$ cat config.mk
export PLATFORM = sky130hd
export DESIGN_NAME = pc_sequencer_flat
export DESIGN_NICKNAME = d
export VERILOG_FILES = /design/src/rtl/pc_sequencer_if.sv /design/src/rtl/pc_sequencer.sv /design/src/flat_wrapper.sv
export SDC_FILE = /design/constraint.sdc
export NUM_CORES = 1
export LEC_CHECK = 0
export CORE_ASPECT_RATIO = 1.1
export CORE_MARGIN = 2
export CORE_UTILIZATION = 30
export DETAILED_ROUTE_END_ITERATION = 16
export PLACE_DENSITY = 0.49
export SLEW_MARGIN = 30
export SYNTH_ARGS = -nofsm -noshare
export SYNTH_HDL_FRONTEND = slang
export SYNTH_SLANG_ARGS = --single-unit
$ cat constraint.sdc
create_clock -name clk -period 5.3 [get_ports clk]
set_input_delay 0.53 -clock clk [delete_from_list [all_inputs] [get_ports clk]]
set_output_delay 0.53 -clock clk [all_outputs]
set_load 0.05 [all_outputs]
$ cat src/rtl/pc_sequencer_if.sv
// Control/fetch bundle between the instruction decoders and pc_sequencer.
// master: decode side driving redirect requests; slave: the sequencer itself.
interface pc_sequencer_if #(
    parameter int unsigned AW = 32
);
    logic          int_req;
    logic [AW-1:0] int_vec;
    logic          stall;
    logic          branch;
    logic          zero;
    logic [AW-1:0] imm;
    logic          jump;
    logic [25:0]   jTarget;
    logic          call;
    logic          ret;
    logic          eret;
    logic [AW-1:0] pc;
    logic [AW-1:0] PCp4;
    logic [AW-1:0] epc;
    logic          ras_empty;
    logic          ras_full;
    logic          ras_err;

    modport master (
        output int_req, int_vec, stall, branch, zero, imm,
               jump, jTarget, call, ret, eret,
        input  pc, PCp4, epc, ras_empty, ras_full, ras_err
    );

    modport slave (
        input  int_req, int_vec, stall, branch, zero, imm,
               jump, jTarget, call, ret, eret,
        output pc, PCp4, epc, ras_empty, ras_full, ras_err
    );
endinterface

$ cat src/rtl/pc_sequencer.sv
// Registered program counter with stall, return-address stack and interrupt vectoring.
// Optional PCSEQ_EPC_EN builds the exception-PC register and enables eret.
module pc_sequencer #(
    parameter int unsigned AW        = 32,
    parameter int unsigned RAS_DEPTH = 4,
    parameter int unsigned RESET_VEC = 128
) (
    input  logic           clk,
    input  logic           rst_n,
    pc_sequencer_if.slave  bus
);

    localparam int unsigned   PW       = $clog2(RAS_DEPTH);
    localparam int unsigned   CW       = PW + 1;
    localparam logic [AW-1:0] RESET_PC = AW'(RESET_VEC) & ~AW'(3);
    localparam logic [CW-1:0] CNT_FULL = CW'(RAS_DEPTH);

    logic [AW-1:0] pc_q, pc_d;
    logic [PW-1:0] top_q, top_d;
    logic [CW-1:0] cnt_q, cnt_d;
    logic          full_q, full_d;
    logic          empty_q, empty_d;
    logic          err_q, err_d;
    logic          push, pop;
    logic [AW-1:0] pc_p4, br_tgt, j_tgt;
    logic [AW-1:0] ras_mem [RAS_DEPTH];

`ifdef PCSEQ_EPC_EN
    logic [AW-1:0] epc_q, epc_d;

    always_ff @(posedge clk or negedge rst_n) begin
        if (!rst_n) epc_q <= '0;
        else        epc_q <= epc_d;
    end

    assign bus.epc = epc_q;
`else
    logic unused_eret;

    assign unused_eret = bus.eret;
    assign bus.epc     = '0;
`endif

    // Redirect targets; jump keeps the upper PCp4 bits above the 28-bit region
    always_comb begin
        pc_p4        = pc_q + AW'(4);
        br_tgt       = pc_p4 + (bus.imm << 2);
        j_tgt        = pc_p4;
        j_tgt[27:0]  = {bus.jTarget, 2'b00};
    end

    // Next-PC priority select and RAS pointer/count update
    always_comb begin
        pc_d  = pc_p4;
        top_d = top_q;
        cnt_d = cnt_q;
        err_d = 1'b0;
        push  = 1'b0;
        pop   = 1'b0;
`ifdef PCSEQ_EPC_EN
        epc_d = epc_q;
`endif
        if (bus.int_req) begin
            pc_d = bus.int_vec & ~AW'(3);
`ifdef PCSEQ_EPC_EN
            epc_d = pc_q;
`endif
        end else if (bus.stall) begin
            pc_d = pc_q;
`ifdef PCSEQ_EPC_EN
        end else if (bus.eret) begin
            pc_d = epc_q;
`endif
        end else if (bus.ret) begin
            if (cnt_q == '0) begin
                err_d = 1'b1;
            end else begin
                pc_d = ras_mem[top_q];
                pop  = 1'b1;
            end
        end else if (bus.jump || bus.call) begin
            pc_d = j_tgt;
            push = bus.call;
        end else if (bus.branch && bus.zero) begin
            pc_d = br_tgt;
        end

        // Push while full wraps onto the oldest slot and keeps the count saturated
        if (push) begin
            top_d = top_q + PW'(1);
            if (cnt_q == CNT_FULL) err_d = 1'b1;
            else                   cnt_d = cnt_q + CW'(1);
        end
        if (pop) begin
            top_d = top_q - PW'(1);
            cnt_d = cnt_q - CW'(1);
        end

        full_d  = (cnt_d == CNT_FULL);
        empty_d = (cnt_d == '0);
    end

    always_ff @(posedge clk or negedge rst_n) begin
        if (!rst_n) begin
            pc_q    <= RESET_PC;
            top_q   <= '0;
            cnt_q   <= '0;
            full_q  <= 1'b0;
            empty_q <= 1'b1;
            err_q   <= 1'b0;
        end else begin
            pc_q    <= pc_d;
            top_q   <= top_d;
            cnt_q   <= cnt_d;
            full_q  <= full_d;
            empty_q <= empty_d;
            err_q   <= err_d;
        end
    end

    // Entry storage needs no reset; the count qualifies every read
    always_ff @(posedge clk) begin
        if (push) ras_mem[top_d] <= pc_p4;
    end

    assign bus.pc        = pc_q;
    assign bus.PCp4      = pc_p4;
    assign bus.ras_empty = empty_q;
    assign bus.ras_full  = full_q;
    assign bus.ras_err   = err_q;

endmodule

$ cat src/flat_wrapper.sv
// flat-port wrapper written by rule: the top's interface ports become plain ports
module pc_sequencer_flat 
#(
    parameter int unsigned AW        = 32,
    parameter int unsigned RAS_DEPTH = 4,
    parameter int unsigned RESET_VEC = 128
)
  (clk, rst_n, bus_int_req, bus_int_vec, bus_stall, bus_branch, bus_zero, bus_imm, bus_jump, bus_jTarget, bus_call, bus_ret, bus_eret, bus_pc, bus_PCp4, bus_epc, bus_ras_empty, bus_ras_full, bus_ras_err);
  pc_sequencer_if #(.AW(AW)) bus_i ();
  input  logic clk;
  input  logic rst_n;
  input wire logic [$bits(bus_i.int_req)-1:0] bus_int_req;
  input wire logic [$bits(bus_i.int_vec)-1:0] bus_int_vec;
  input wire logic [$bits(bus_i.stall)-1:0] bus_stall;
  input wire logic [$bits(bus_i.branch)-1:0] bus_branch;
  input wire logic [$bits(bus_i.zero)-1:0] bus_zero;
  input wire logic [$bits(bus_i.imm)-1:0] bus_imm;
  input wire logic [$bits(bus_i.jump)-1:0] bus_jump;
  input wire logic [$bits(bus_i.jTarget)-1:0] bus_jTarget;
  input wire logic [$bits(bus_i.call)-1:0] bus_call;
  input wire logic [$bits(bus_i.ret)-1:0] bus_ret;
  input wire logic [$bits(bus_i.eret)-1:0] bus_eret;
  output wire logic [$bits(bus_i.pc)-1:0] bus_pc;
  output wire logic [$bits(bus_i.PCp4)-1:0] bus_PCp4;
  output wire logic [$bits(bus_i.epc)-1:0] bus_epc;
  output wire logic [$bits(bus_i.ras_empty)-1:0] bus_ras_empty;
  output wire logic [$bits(bus_i.ras_full)-1:0] bus_ras_full;
  output wire logic [$bits(bus_i.ras_err)-1:0] bus_ras_err;
  assign bus_i.int_req = bus_int_req;
  assign bus_i.int_vec = bus_int_vec;
  assign bus_i.stall = bus_stall;
  assign bus_i.branch = bus_branch;
  assign bus_i.zero = bus_zero;
  assign bus_i.imm = bus_imm;
  assign bus_i.jump = bus_jump;
  assign bus_i.jTarget = bus_jTarget;
  assign bus_i.call = bus_call;
  assign bus_i.ret = bus_ret;
  assign bus_i.eret = bus_eret;
  assign bus_pc = bus_i.pc;
  assign bus_PCp4 = bus_i.PCp4;
  assign bus_epc = bus_i.epc;
  assign bus_ras_empty = bus_i.ras_empty;
  assign bus_ras_full = bus_i.ras_full;
  assign bus_ras_err = bus_i.ras_err;
  pc_sequencer #(.AW(AW), .RAS_DEPTH(RAS_DEPTH), .RESET_VEC(RESET_VEC)) u_core (.clk(clk), .rst_n(rst_n), .bus(bus_i));
endmodule
==> results of run 1 <==
-- worst register-to-register path: cells and delay by family, from the launching register on --
| kind | cells | cell delay [ns] |
|---|---|---|
| AOI/OAI and AO/OA | 4 | 0.69 |
| adders and majority gates | 2 | 0.64 |
| xor gates and xnor gates | 1 | 0.45 |
| DFF | 1 | 0.46 |
| and+or+nand+nor | 7 | 2.10 |
| muxes | 1 | 0.23 |
-- logic make-up after synthesis --
logic type / share of synthesized area [%]
and+or+nand+nor: 11.98
adders and majority gates: 5.133
AOI/OAI and AO/OA: 16.80
DFF: 48.98
xor gates and xnor gates: 4.690
buffers and inverters: 4.994
other: 0.03789
muxes: 7.383
-- area by class of cell --
class | instances | area, um2
Tap cell | 426 | 533.0
Sequential cell | 168 | 4852
Clock inverter | 14 | 160.2
Inverter | 18 | 67.56
Multi-Input combinational cell | 648 | 4705
Clock buffer | 18 | 439.2
Fill cell | 3222 | 19730
Timing Repair Buffer | 197 | 1884
-- routing by layer --
layer	vias to the layer above	wire (um)	GRT usage, %
met5	-	0	0
met4	0	421	4.530
met3	31	2211	3.932
met2	298	16360	32.86
met1	3907	15680	27.82
li1	3653	-	-
-- stage by stage --
| step | instance area (um2) | power, W | hold slack, ns | setup slack [ns] | cells |
|---|---|---|---|---|---|
| floorplan | 10010 | 0.003474 | 0.2344 | 0.4030 | 911 |
| CTS | 12630 | 0.005564 | 0.2027 | 0.6371 | 1489 |
| global route | 12640 | 0.005811 | 0.2189 | 0.2684 | 1489 |
| detailed placement | 12030 | 0.004302 | 0.5454 | 0.6666 | 1457 |
| finish | 12640 | 0.005545 | 0.1827 | 0.5962 | 1489 |
| global placement | 12030 | 0.004291 | 0.5351 | 0.7285 | 1457 |
-- flip-flops by register name, summed over array words and instances, names as in the netlist --
signal                cells
u_core.bus.pc            32
u_core.bus.ras_empty      1
u_core.bus.ras_err        1
u_core.bus.ras_full       1
u_core.cnt_q              3
u_core.ras_mem          128
u_core.top_q              2
-- placed cells by master (no fill, tap or decap), types with 8 or more instances in the layout --
| master | count |
|---|---|
| xnor2_1 | 29 |
| a221o_1 | 12 |
| buf_4 | 35 |
| edfxtp_1 | 128 |
| conb_1 | 32 |
| inv_1 | 18 |
| clkdlybuf4s50_1 | 159 |
| clkbuf_16 | 17 |
| nand4_1 | 13 |
| o21ai_0 | 51 |
| nor3_1 | 14 |
| a221oi_1 | 22 |
| nand3_1 | 24 |
| mux4_2 | 32 |
| o211ai_1 | 10 |
| a31oi_1 | 16 |
| dfrtp_1 | 36 |
| xor2_1 | 23 |
| nand2_1 | 77 |
| nor2_1 | 58 |
| a211oi_1 | 10 |
| a21oi_1 | 58 |
| ha_1 | 39 |
| a21o_1 | 15 |
| nor2b_1 | 8 |
-- power breakdown --
group	internal, W	switching (W)
clock network	0.000644	0.000624
logic	0.000948	0.00148
registers	0.00160	0.000242
total	0.00320	0.00235
-- worst max-delay path by stage --
| stage | startpoint | endpoint | slack, ns | depth (start not counted) |
|---|---|---|---|---|
| 6_report | u_core.bus.pc[2] | u_core.bus.pc[31] | 0.60 | 15 |
| 2_1_floorplan | u_core.bus.pc[13] | u_core.bus.pc[31] | 0.40 | 17 |
| 4_1_cts | u_core.bus.pc[2] | u_core.bus.pc[31] | 0.64 | 15 |
| 3_3_place_gp | u_core.bus.pc[2] | u_core.bus.pc[31] | 0.73 | 15 |
| 5_1_grt | u_core.bus.pc[2] | u_core.bus.pc[31] | 0.27 | 15 |
| 3_5_place_dp | u_core.bus.pc[2] | u_core.bus.pc[31] | 0.67 | 15 |
==> out/metrics.yaml, run 1 <==
sta:
  finalSetupTns_ns: 0
  finalClockSkew_ns: 0.01260
  maxSlewHeadroom_pct: 36.63
  rsz0062_at_grt: "no"
  tightest_slew_ns: 0.9496
  min_period_over_period_pct: 88.75
  fin_crit_ns: 4.704
  report.final.hold_viol_count: 0
  maxSlewViolCount: 0
  setup_violations: 0
  fmax_ghz: 0.2126
grt:
  grt_overflow: 0
  grt.total_usage_pct: 20.22
  grt_max_degree: 43
  antenna_found_initial: 0
  grt_pass1_vias: 7983
  grt_pass1_wl_um: 51120
cts:
  cts_setup_buffers: 0
  cts-root-buf: "clkbuf_16"
  cts_buffers: 17
  clkLatencyLatePin_ns: 0.44
  cts_hold_buf: 0
  clock_path_buffers: 2
  clock-sinks: 168
  clkTransAtPathRegs_ns: 0.08
  cts_tree: "done"
  cts.repair.resized: 0
  htree_levels: 4
logic_synthesis:
  synth_common_cells: "edfxtp_1 (128), nand2_1 (77), nor2_1 (61)"
  yosys_warnings: 0
  synth_flop_cell: "edfxtp_1"
  yosysMostFrequentCell: "edfxtp_1"
  synth_edf_count: 128
  yosys-top-cells-area: "edfxtp_1 (39%), dfrtp_1 (9.6%), mux4_2 (7.3%)"
  synth_top_area_cell: "edfxtp_1"
  ys_seq_elements: 168
  async_flop_share_pct: 23.81
  synth_top_area_share_pct: 38.84
  synth.distinct_cells: 73
  synth_area_mm2: 0.009897
  avgSynthCellArea_um2: 11.25
  yosysSeqAreaShare_pct: 48.98
  synth_cells: 880
critical_path:
  cp_cell_sequence: "ha_1 > nand2_1 > nor2_1 > nand3_1 > nor2_1 > xor2_1 > ha_1 > a21oi_1 > nor2b_1 > o21ai_0 > nand3_1 > or4_4 > o211ai_2 > mux2i_1 > a31oi_1"
  critPathBufInv: 0
  reg2reg_depth: 15
  worstReg2RegEnd: "u_core.bus.pc[31]"
  slowest_stage: "nor2_1"
  cp.required_ns: 5.61
  end_kind: "register"
  slowest_delay_ns: 0.50
  cp.arrival_ns: 5.01
  crit_path_start_kind: "register"
  crit_family: "simple AND/OR/NAND/NOR gates"
  critPathMaxFanout: 7
  r2r_slack_ns: 0.60
  crit_type: "register to register"
  r2r-start: "u_core.bus.pc[2]"
floorplan:
  rows: 69
  dieArea_mm2: 0.03446
  core_area_mm2: 0.03237
  die_h_um: 194.5
  initial_core_util_pct: 30.57
  pin_count: 199
  die_w_um: 177.2
final_layout:
  drive_above_1_share_pct: 12.42
  area_growth_pct: 27.72
  diodes: 0
  fin_nets: 1190
  fin_util_pct: 39.05
placed_design:
  port_buffers: 161
  gp_congestion: 0.9010
  place_hpwl_um: 25460
route:
  wirelength_um: 34670
  vias: 7889
  antenna_left: 0
  drt_iter0_markers: 512
  drc: 0
  dr.pass1.iters: 7
  vias_per_cell: 5.298
  wl_per_cell_um: 23.28
pwr:
  max-vdd-ir-drop_mv: 0.1969
  power.density_mw_per_mm2: 438.7
  leakagePower_nw: 4.595
outcome:
  outcome: "completed"
hold_path:
  hold_path.class: "input port to async pin"
flow_run:
  drv_cap: 0
(Power assumes the default switching activity.)
==> run 2, diff against run 1 <==
--- a/config.mk
+++ b/config.mk
@@ -7,9 +7,10 @@
 export LEC_CHECK = 0
 export CORE_ASPECT_RATIO = 1.1
 export CORE_MARGIN = 2
-export CORE_UTILIZATION = 30
+export CORE_UTILIZATION = 53
+export CTS_CLUSTER_DIAMETER = 150
 export DETAILED_ROUTE_END_ITERATION = 16
-export PLACE_DENSITY = 0.49
+export PLACE_DENSITY = 0.8
 export SLEW_MARGIN = 30
 export SYNTH_ARGS = -nofsm -noshare
 export SYNTH_HDL_FRONTEND = slang
==> out/metrics.yaml, run 2 (synthesis results as in run 1) <==
final_layout:
  final_cell_count_no_fill: 1300
  mostFrequentLayoutCells: "clkdlybuf4s50_1 (160), edfxtp_1 (128), nand2_1 (77)"
  largest_register: "u_core.ras_mem"
  fin_nets: 1184
  diodes: 0
  multi_input_area_mm2: 0.004695
  area_growth_pct: 25.02
  seqCellArea_mm2: 0.004848
  fill_cells: 1372
  mostFrequentLayoutCell: "clkdlybuf4s50_1"
  largest_reg_flops: 128
  drive_above_1_share_pct: 11.35
critical_path:
  r2r-start: "u_core.bus.pc[7]"
  critPathMaxFanout: 8
  slowest_delay_ns: 0.67
  end_kind: "register"
  crit_start: "u_core.bus.pc[7]"
  cp_cell_sequence: "nand4_2 > nor3_1 > buf_4 > xor2_1 > ha_1 > a21oi_1 > o21ai_0 > a311o_1 > a31oi_1 > o21ai_0 > a21oi_1 > o31a_1 > o21ai_0 > a31oi_1"
  crit_path_start_kind: "register"
  cp.required_ns: 5.64
  crit_top_cell: "o21ai_0"
  slowest_stage: "xor2_1"
  reg2reg_depth: 14
  cp.arrival_ns: 4.92
  r2r_slack_ns: 0.72
  worstReg2RegEnd: "u_core.bus.pc[30]"
  crit_type: "register to register"
floorplan:
  dieArea_mm2: 0.01978
  die_w_um: 134.3
  die_h_um: 147.3
  initial_core_util_pct: 53.94
  core_area_mm2: 0.01835
  pin_count: 199
  rows: 52
grt:
  grt_util_met3_pct: 6.487
  grt_overflow: 0
  grt_pass1_wl_um: 44860
  grt.total_usage_pct: 30.30
  busiest_layer: "met2"
  grt_pass1_vias: 7810
  antenna_found_initial: 0
  grt_max_degree: 42
  use_met2_pct: 48.32
  grt_util_met1_pct: 41.52
route:
  wl_per_cell_um: 22.80
  wirelength_um: 29640
  drt_iter0_markers: 969
  antenna_left: 0
  vias: 8233
  drc: 0
  dr.pass1.iters: 6
  vias_per_cell: 6.333
pwr:
  p_sw_share_pct: 39.93
  power.density_mw_per_mm2: 449.6
  max-vdd-ir-drop_mv: 0.2669
  p_int_w: 0.003341
  leakagePower_nw: 4.577
  p_comb_share_pct: 44.0
  netSwitchingPower_w: 0.002221
  power_frac_seq_pct: 32.2
  clkPwrFrac_pct: 23.8
cts:
  clock-sinks: 168
  cts_tree: "done"
  clkTransAtPathRegs_ns: 0.07
  cts.repair.resized: 0
  cts_hold_buf: 0
  cts_buffers: 17
  htree_levels: 4
  clock_path_buffers: 2
  clkLatencyLatePin_ns: 0.43
  cts_setup_buffers: 0
  cts-root-buf: "clkbuf_16"
sta:
  rsz0062_at_grt: "no"
  setup_violations: 0
  maxSlewViolCount: 0
  tightest_slew_ns: 1.034
  report.final.hold_viol_count: 0
  fmax_ghz: 0.2183
  finalClockSkew_ns: 0.01223
  min_period_over_period_pct: 86.42
  finalSetupTns_ns: 0
  fin_crit_ns: 4.580
  maxSlewHeadroom_pct: 30.59
placed_design:
  port_buffers: 161
  place_hpwl_um: 20760
  dpl.cell_count: 1268
  gp_congestion: 0.9864
outcome:
  outcome: "completed"
hold_path:
  hold_path.class: "input port to async pin"
flow_run:
  drv_cap: 0
-- run 2: changes by cell type in the layout (fill, tap and decap cells not counted), sizes merged --
cell	previous run	this run
buf	38	31
clkdlybuf4s50	159	160
clkinv	8	4
bufinv	0	4
clkbuf	18	19
inv	22	21
-- run 2: area by class of cell --
cell class	instances	area share (%)
clock buffers	19	3.499
clock inverters	13	1.567
inverters	18	0.5461
multi-input cells	648	37.94
flip-flops and latches	168	39.19
well taps	243	2.457
repair buffers	191	14.80
-- run 2: worst max path at each step --
stage	end	slack [ns]	cells past startpoint
global placement	u_core.bus.pc[31]	1.00	15
finish	u_core.bus.pc[30]	0.72	14
global route	u_core.bus.pc[31]	0.42	15
CTS	u_core.bus.pc[30]	0.82	14
detailed placement	u_core.bus.pc[31]	0.91	14
floorplan	u_core.bus.pc[31]	0.40	17
-- run 2: power by group through the flow --
stage / Clock [W] / Combinational (W) / Sequential (W)
floorplan: 0 / 0.00153 / 0.00194
global placement: 0 / 0.00236 / 0.00181
detailed placement: 0 / 0.00240 / 0.00182
CTS: 0.00133 / 0.00242 / 0.00179
global route: 0.00139 / 0.00260 / 0.00182
finish: 0.00133 / 0.00244 / 0.00179
-- run 2: stage by stage --
stage / hold slack [ns] / total power [W] / util (%) / worst slack, ns / area (um2)
floorplan: 0.2344 / 0.003474 / - / 0.4030 / 10010
detailed placement: 0.5484 / 0.004218 / 63.99 / 0.9149 / 11740
finish: 0.1799 / 0.005562 / 67.44 / 0.7196 / 12370
CTS: 0.1998 / 0.005549 / 67.41 / 0.8227 / 12370
global route: 0.2161 / 0.005805 / 67.44 / 0.4192 / 12370
global placement: 0.5232 / 0.004171 / 63.99 / 1.001 / 11740
-- run 2: metal layers --
metal,vias up,wire [um]
li1,3637,-
met1,4026,11720
met4,0,866
met2,507,14000
met3,63,3053
met5,-,0
-- run 2: critical path, delay by kind of cell, from the launching register on --
family / cells / cell delay, ns
xor+xnor: 1 / 0.67
buf+inv: 1 / 0.19
simple gates: 2 / 0.51
fa+ha+maj: 1 / 0.39
compound gates: 9 / 2.14
flops: 1 / 0.58
